File: config.mk
export PLATFORM = sky130hd
export DESIGN_NAME = shift_subtract_divider
export DESIGN_NICKNAME = d
export VERILOG_FILES = /design/src/rtl/shift_subtract_divider.sv
export SDC_FILE = /design/constraint.sdc
export NUM_CORES = 1
export LEC_CHECK = 0
export ABC_AREA = 1
export CAP_MARGIN = 20
export CORE_UTILIZATION = 50
export DETAILED_ROUTE_END_ITERATION = 6
export PLACE_DENSITY_LB_ADDON = 0.05
export SLEW_MARGIN = 20
export SYNTH_ARGS = -nofsm -noshare
export SYNTH_HDL_FRONTEND = slang
export SYNTH_SLANG_ARGS = --single-unit
File: constraint.sdc
create_clock -name clk -period 3.3 [get_ports clk]
set_input_delay 0.66 -clock clk [delete_from_list [all_inputs] [get_ports clk]]
set_output_delay 0.66 -clock clk [all_outputs]
set_load 0.1 [all_outputs]
File: src/rtl/shift_subtract_divider.sv
// shift_subtract_divider: sequential restoring divider, one quotient bit per clock.
// A start/busy/done handshake; results and divByZero are held until the next accepted start.
// Optional signed support (signedOp input plus a FIXUP cycle) is enabled by the macro SIGNED_DIV_EN.
module shift_subtract_divider #(
    parameter int WIDTH = 64
) (
    input  logic             clk,
    input  logic             reset,
    input  logic             start,
`ifdef SIGNED_DIV_EN
    input  logic             signedOp,
`endif
    input  logic [WIDTH-1:0] dividend,
    input  logic [WIDTH-1:0] divisor,
    output logic             busy,
    output logic             done,
    output logic [WIDTH-1:0] quotient,
    output logic [WIDTH-1:0] remainder,
    output logic             divByZero
);
    localparam int CW = $clog2(WIDTH + 1);

`ifdef SIGNED_DIV_EN
    typedef enum logic [1:0] {IDLE, RUN, FIXUP, DONE} state_t;
`else
    typedef enum logic [1:0] {IDLE, RUN, DONE} state_t;
`endif

    state_t           state;
    state_t           state_next;
    logic [WIDTH-1:0] rem_q;
    logic [WIDTH-1:0] quo_q;
    logic [WIDTH-1:0] div_q;
    logic [CW-1:0]    count_q;
    logic [WIDTH-1:0] rem_shift;
    logic [WIDTH-1:0] quo_shift;
    logic [WIDTH-1:0] rem_next;
    logic [WIDTH-1:0] quo_next;
    logic [WIDTH:0]   trial;
    logic             last_iter;
    logic [WIDTH-1:0] load_dividend;
    logic [WIDTH-1:0] load_divisor;
`ifdef SIGNED_DIV_EN
    logic             signed_q;
    logic             neg_quo_q;
    logic             neg_rem_q;
`endif

    assign last_iter = (count_q == CW'(1));

    // Operand values loaded into the core: magnitudes for signed requests, raw otherwise
    always_comb begin
        load_dividend = dividend;
        load_divisor  = divisor;
`ifdef SIGNED_DIV_EN
        if (signedOp && dividend[WIDTH-1]) load_dividend = -dividend;
        if (signedOp && divisor[WIDTH-1])  load_divisor  = -divisor;
`endif
    end

    // One restoring iteration: shift {rem,quo} left, trial-subtract the divisor, keep it if no borrow
    always_comb begin
        rem_shift = {rem_q[WIDTH-2:0], quo_q[WIDTH-1]};
        quo_shift = {quo_q[WIDTH-2:0], 1'b0};
        trial     = {1'b0, rem_shift} - {1'b0, div_q};
        rem_next  = rem_shift;
        quo_next  = quo_shift;
        if (!trial[WIDTH]) begin
            rem_next = trial[WIDTH-1:0];
            quo_next = {quo_shift[WIDTH-1:1], 1'b1};
        end
    end

    // Next-state logic for the handshake FSM
    always_comb begin
        state_next = state;
        case (state)
            IDLE: begin
                if (start) state_next = (divisor == '0) ? DONE : RUN;
            end
            RUN: begin
                if (last_iter) begin
`ifdef SIGNED_DIV_EN
                    state_next = signed_q ? FIXUP : DONE;
`else
                    state_next = DONE;
`endif
                end
            end
`ifdef SIGNED_DIV_EN
            FIXUP:   state_next = DONE;
`endif
            DONE:    state_next = IDLE;
            default: state_next = IDLE;
        endcase
    end

    // State register with registered busy/done decoded from the state being entered
    always_ff @(posedge clk) begin
        if (reset) begin
            state <= IDLE;
            busy  <= 1'b0;
            done  <= 1'b0;
        end else begin
            state <= state_next;
            busy  <= (state_next == RUN);
            done  <= (state_next == DONE);
        end
    end

    // Datapath: operand load, iteration, and result registers written only when entering DONE
    always_ff @(posedge clk) begin
        if (reset) begin
            rem_q     <= '0;
            quo_q     <= '0;
            div_q     <= '0;
            count_q   <= '0;
            quotient  <= '0;
            remainder <= '0;
            divByZero <= 1'b0;
`ifdef SIGNED_DIV_EN
            signed_q  <= 1'b0;
            neg_quo_q <= 1'b0;
            neg_rem_q <= 1'b0;
`endif
        end else begin
            case (state)
                IDLE: begin
                    if (start) begin
                        if (divisor == '0) begin
                            quotient  <= '1;
                            remainder <= dividend;
                            divByZero <= 1'b1;
                        end else begin
                            rem_q     <= '0;
                            quo_q     <= load_dividend;
                            div_q     <= load_divisor;
                            count_q   <= CW'(WIDTH);
                            divByZero <= 1'b0;
`ifdef SIGNED_DIV_EN
                            signed_q  <= signedOp;
                            neg_quo_q <= signedOp & (dividend[WIDTH-1] ^ divisor[WIDTH-1]);
                            neg_rem_q <= signedOp & dividend[WIDTH-1];
`endif
                        end
                    end
                end
                RUN: begin
                    rem_q   <= rem_next;
                    quo_q   <= quo_next;
                    count_q <= count_q - CW'(1);
                    if (last_iter && (state_next == DONE)) begin
                        quotient  <= quo_next;
                        remainder <= rem_next;
                    end
                end
`ifdef SIGNED_DIV_EN
                FIXUP: begin
                    quotient  <= neg_quo_q ? -quo_q : quo_q;
                    remainder <= neg_rem_q ? -rem_q : rem_q;
                end
`endif
                default: begin
                end
            endcase
        end
    end

endmodule

==> flow_summary_export.csv, run 1 <==
group,metric,value,unit
run_status,status,"finished with violations",
run_status,violations,"DRC",
yosys,synth_top_area_frac,0.318,
global_routing,grt_max_degree,85,
global_routing,met1_usage,0.455,
route,viasPerCell,5.21,
timing,rsz0062_at_grt,"false",
setup_path,r2r_start,"quo_q[63]",
run,maxCapViolations,0,
layout,layout-drive-gt1-share,0.0887,
clocking,clk_pin_slew,0.06,ns
setup_path,critPathSlowestCell,"nor4_1",
global_routing,grt_usage,0.335,
pwr,p_leak,14.3,nW
die,start_util,0.508,
timing,hold_viol_final,0,
timing,setup_tns,0,ns
pwr,pwr-share-seq,0.385,
route,drt_iter0_markers,1744,
route,vias,22100,
route,wirelength,71.5,mm
pwr,p_switching,0.00374,W
place,place.gp.congestion,0.976,
setup_path,r2r_cells,18,
yosys,synth-main-ff-cell,"dfxtp_1",
pwr,switching_share,0.333,
global_routing,antenna_found_initial,3,
route,drc,30,
setup_path,critPathKind,"primary input to flop",
timing,period_share,0.909,
clocking,clockBufferDepth,3,
global_routing,grt_pass1_vias,20500,
clocking,cts_tree,"built",
yosys,synthTopCellsByCount,"910 x nand2_1, 739 x inv_1, 341 x nand3_1",
yosys,syn_area,20900,um2
global_routing,grt.busiest_layer,"met2",
die,core_region_area,41000,um2
setup_path,r2r-end,"rem_q[26]",
timing,setup_slack,0.301,ns
pwr,power_frac_clock,0.379,
timing,period_minus_slack,3.00,ns
yosys,ys_seq_area_frac,0.318,
die,core.rowCount,74,
pwr,p_int,0.00749,W
setup_path,cp_slowest_stage_delay,0.48,ns
worst_hold_path,hp-class,"flop to flop",
die,design.die.area,42500,um2
clocking,htree_levels,2,
pwr,power.density,445,nW/um2
route,drt-pass1-iter-count,7,
setup_path,crit_path_start_kind,"primary input",
layout,syn_to_final_growth,21.2,%
clocking,post_cts_buffers,0,
layout,fin_cells,4243,
yosys,syn_area_per_cell,6.04,um2
yosys,synthArstFlopShare,0,
yosys,synth_edf_count,0,
yosys,synth_cell_types,43,
yosys,yosysWarnings,0,
clocking,numCtsBuffers,37,
clocking,cts.sinks,331,
route,antenna_left,0,
pwr,totalPowerFinal,0.0112,W
clocking,postCtsHoldBufs,0,
worst_hold_path,hp-start,"div_q[3]",
yosys,synth_most_common_cell,"nand2_1",
clocking,cts-root-buf,"clkbuf_16",
yosys,mappedNetlistNets,3653,
place,io_buffers,261,
yosys,ys_ff_latch,331,
layout,design_area,25300,um2
setup_path,crit_path_start,"divisor[27]",
setup_path,path_max_fanout,20,
pwr,combPwrFrac,0.236,
timing,fmax,333,MHz
place,preCtsSetupSlack,-0.179,ns
route,routedWlPerCell,16.9,um
clocking,post_cts_resized,0,
layout,nets,3881,
timing,drv_slew,0,
setup_path,worstPathArrival,3.46,ns
place,place_area,24000,um2
setup_path,endpoint,"remainder[41]",
setup_path,critPathRequiredTime,3.76,ns
setup_path,end_kind,"flop",
clocking,clock_latency,0.57,ns
global_routing,grt_pass1_wl,111,mm
global_routing,gr-total-overflow,0,
timing,tightest_slew,0.738,ns
die,num_io_pins,262,
die,die_height,206,um
setup_path,cp_cell_sequence,"clkdlybuf4s50_1 -> nor4_1 -> nand4_1 -> buf_4 -> nor2_1 -> nand3_1 -> buf_4 -> buf_12 -> buf_12 -> a21boi_1 -> nand3_1 -> nand2_1 -> inv_1",
place,dp.cells,4175,
yosys,synth_largest_area_cell,"dfxtp_1",
yosys,ys_top_cells_by_area,"dfxtp_1 32%, nand2_1 16%, inv_1 13%, nand3_1 8.2%, o21ai_0 6.4%",
pwr,max-vdd-ir-drop,0.000471,V
global_routing,grtUsageMet2,0.538,
timing,fin_skew,0.0131,ns
timing,relSlewSlack,0.508,
place,dp.final_hpwl,56.1,mm
timing,setup_violations,0,
die,die_w,206,um
global_routing,met3_usage,0.0646,
setup_path,r2r_slack,0.33,ns
yosys,syn_inst,3454,
[power groups by stage]
| stage | clock (W) | sequential [W] | combinational [W] |
|---|---|---|---|
| finish | 0.00426 | 0.00432 | 0.00265 |
| global route | 0.00446 | 0.00435 | 0.00288 |
| CTS | 0.00432 | 0.00432 | 0.00262 |
| detailed placement | 0 | 0.00440 | 0.00260 |
| global placement | 0 | 0.00440 | 0.00257 |
| floorplan | 0 | 0.00480 | 0.00134 |
[worst min path at each step]
stage,depth (start not counted),end
detailed placement,2,div_q[42]
floorplan,2,div_q[10]
CTS,2,div_q[42]
global placement,2,div_q[52]
finish,2,div_q[3]
global route,2,div_q[58]
[layout make-up]
class                   instances  area, um2
inverters                     756       2850
flip-flops and latches        331       6630
well taps                     532        666
diodes                          2       5.00
clock inverters                11        139
fillers                      3927      15800
repair buffers                334       3100
multi-input cells            2222      10800
clock buffers                  55       1110
[critical path: cells and delay by family]
kind	cells	cell delay [ns]
and+or+nand+nor	6	1.29
buffers and inverters	6	1.16
AOI/OAI and AO/OA	1	0.36
[per-layer routing]
metal,vias up,part of all wire
li1,11100,-
met1,10100,0.45
met2,784,0.44
met3,106,0.079
met4,4,0.023
met5,-,0.00042
[placed cells by master (no fill, tap or decap), types with 16 or more instances in the layout]
cell type,synthesis,final
xor2_1,29,29
o211ai_1,63,63
nand3_1,341,341
dfxtp_1,331,331
inv_1,739,738
buf_12,1,21
a21boi_1,18,18
a21boi_0,19,19
nand2_1,910,907
o21ai_0,265,265
inv_2,16,16
nor2_1,284,284
a21oi_1,119,119
ha_1,67,67
buf_4,7,183
clkbuf_16,0,38
clkdlybuf4s50_1,0,130
[cells by family after synthesis]
family	synth area share
DFF	0.318
xor gates and xnor gates	0.0126
adders and majority gates	0.0412
and+or+nand+nor	0.331
buffers and inverters	0.167
AOI/OAI and AO/OA	0.131
[state kept, by name, indices dropped and copies added (netlist names)]
name       flops
div_q         64
quo_q         64
quotient      64
remainder     64
rem_q         63
count_q        7
state          2
busy           1
divByZero      1
done           1
[through the flow]
stage,utilization,hold WS [ns]
final,0.616,0.464
after global routing,0.616,0.481
after CTS,0.616,0.467
after detailed placement,0.585,0.458
after global placement,0.585,0.449
after floorplan,-,0.433
(Power assumes the default switching activity.)
==> inputs of run 2 (changes only) <==
--- a/config.mk
+++ b/config.mk
@@ -6,10 +6,9 @@
 export NUM_CORES = 1
 export LEC_CHECK = 0
 export ABC_AREA = 1
-export CAP_MARGIN = 20
 export CORE_UTILIZATION = 50
 export DETAILED_ROUTE_END_ITERATION = 6
-export PLACE_DENSITY_LB_ADDON = 0.05
+export PLACE_DENSITY = 0.73
 export SLEW_MARGIN = 20
 export SYNTH_ARGS = -nofsm -noshare
 export SYNTH_HDL_FRONTEND = slang
==> flow_summary_export.csv, run 2 (synthesis gave the netlist of run 1 again) <==
group,metric,value,unit
clocking,numCtsBuffers,37,
setup_path,cp_slowest_stage_delay,0.42,ns
setup_path,critPathRequiredTime,3.76,ns
die,die_w,206,um
pwr,p_switching,0.00365,W
setup_path,critPathKind,"flop to flop",
clocking,clock_latency,0.57,ns
pwr,max-vdd-ir-drop,0.000395,V
setup_path,crit_path_start,"quo_q[63]",
route,vias,21600,
worst_hold_path,hp-class,"flop to flop",
setup_path,end_kind,"flop",
setup_path,cp.buffers_inverters,5,
layout,final_common_cell,"nand2_1",
pwr,p_int,0.00739,W
layout,layout-drive-gt1-share,0.0899,
setup_path,path_max_fanout,23,
timing,fin_skew,0.0178,ns
pwr,switching_share,0.331,
layout,nets,3890,
setup_path,cp_top_family,"simple AND/OR/NAND/NOR gates",
route,drt_iter0_markers,1796,
place,place.gp.congestion,1.03,
place,io_buffers,261,
pwr,p_leak,14.3,nW
setup_path,r2r_start,"quo_q[63]",
clocking,postCtsHoldBufs,0,
global_routing,grt_pass1_vias,19100,
timing,fmax,322,MHz
layout,syn_to_final_growth,21.1,%
place,dp.final_hpwl,53.0,mm
route,routedWlPerCell,15.9,um
clocking,post_cts_resized,0,
die,die_height,206,um
timing,drv_slew,0,
setup_path,crit_path_start_kind,"flop",
clocking,clk_pin_slew,0.06,ns
global_routing,gr-total-overflow,0,
route,drc,15,
run,maxCapViolations,0,
clocking,htree_levels,2,
die,start_util,0.508,
setup_path,critPathSlowestCell,"fa_1",
worst_hold_path,hp-start,"div_q[34]",
timing,rsz0062_at_grt,"false",
setup_path,worstPathArrival,3.56,ns
run_status,violations,"DRC",
clocking,clockBufferDepth,3,
route,drt-pass1-iter-count,7,
timing,period_minus_slack,3.11,ns
route,antenna_left,0,
die,num_io_pins,262,
global_routing,grt_usage,0.316,
die,core_region_area,41000,um2
pwr,power_frac_clock,0.373,
timing,setup_violations,0,
die,design.die.area,42500,um2
clocking,cts-root-buf,"clkbuf_16",
timing,period_share,0.942,
clocking,cts.sinks,331,
pwr,combPwrFrac,0.236,
run_status,status,"finished with violations",
pwr,totalPowerFinal,0.0110,W
global_routing,antenna_found_initial,1,
layout,fin_util,0.616,
setup_path,cp_cell_sequence,"inv_1 -> ha_1 -> fa_1 -> inv_1 -> nand3_1 -> nand2_2 -> nand2_1 -> nand2_2 -> nand2_2 -> nand2_2 -> nand2_2 -> nand2_4 -> nand2_4 -> nand3_1 -> inv_2 -> buf_4 -> nand2_1 -> nand3_1 -> nand2_1 -> inv_1",
place,preCtsSetupSlack,-0.247,ns
timing,setup_slack,0.191,ns
timing,tightest_slew,0.752,ns
route,viasPerCell,5.07,
layout,layout_common_cells,"907 x nand2_1, 738 x inv_1, 341 x nand3_1",
die,core.rowCount,74,
clocking,post_cts_buffers,0,
route,wirelength,67.8,mm
pwr,power.density,437,nW/um2
clocking,cts_tree,"built",
global_routing,grt_pass1_wl,104,mm
timing,relSlewSlack,0.499,
global_routing,grt_max_degree,77,
timing,hold_viol_final,0,
pwr,pwr-share-seq,0.391,
setup_path,crit_top_cell,"nand2_2",
[run 2: power by group through the flow]
stage	registers (W)	logic (W)	clock network [W]
2_1_floorplan	0.00480	0.00134	0
3_3_place_gp	0.00440	0.00257	0
3_5_place_dp	0.00440	0.00257	0
4_1_cts	0.00432	0.00258	0.00418
5_1_grt	0.00434	0.00284	0.00434
6_report	0.00432	0.00260	0.00412
[run 2: per-layer routing]
metal / vias to the layer above / routed length (um) / GRT usage
li1: 11100 / - / -
met1: 9693 / 32400 / 0.455
met2: 664 / 28800 / 0.485
met3: 78 / 4870 / 0.0509
met4: 0 / 1660 / 0.0882
met5: - / 0 / 0
[run 2: tightest hold or removal path: stages, from the launching register on]
cell and delay [ns]:
dfxtp_1 0.29, inv_1 0.06, a21oi_1 0.06
[run 2: path summary, 6_finish.rpt]
| kind | to | slack (ns) | cells after the start |
|---|---|---|---|
| max | remainder[10] | 0.19 | 20 |
| min reg2reg | div_q[34] | 0.46 | 2 |
| min | div_q[34] | 0.46 | 2 |
| max reg2reg | remainder[10] | 0.19 | 20 |
[run 2: final cells by class]
cell class,count,area [um2]
clock inverters,8,91.3
multi-input cells,2222,10800
flip-flops and latches,331,6630
fillers,4100,15800
inverters,756,2850
diodes,1,2.50
well taps,532,666
clock buffers,57,1110
repair buffers,343,3140
[run 2: through the flow]
| step | setup TNS (ns) | instance area [um2] | instances | hold slack [ns] |
|---|---|---|---|---|
| finish | 0 | 25300 | 4250 | 0.460 |
| detailed placement | -18.75 | 24000 | 4184 | 0.453 |
| floorplan | 0 | 20900 | 3454 | 0.433 |
| CTS | 0 | 25300 | 4249 | 0.461 |
| global placement | -12.98 | 24000 | 4184 | 0.444 |
| global route | 0 | 25300 | 4250 | 0.480 |
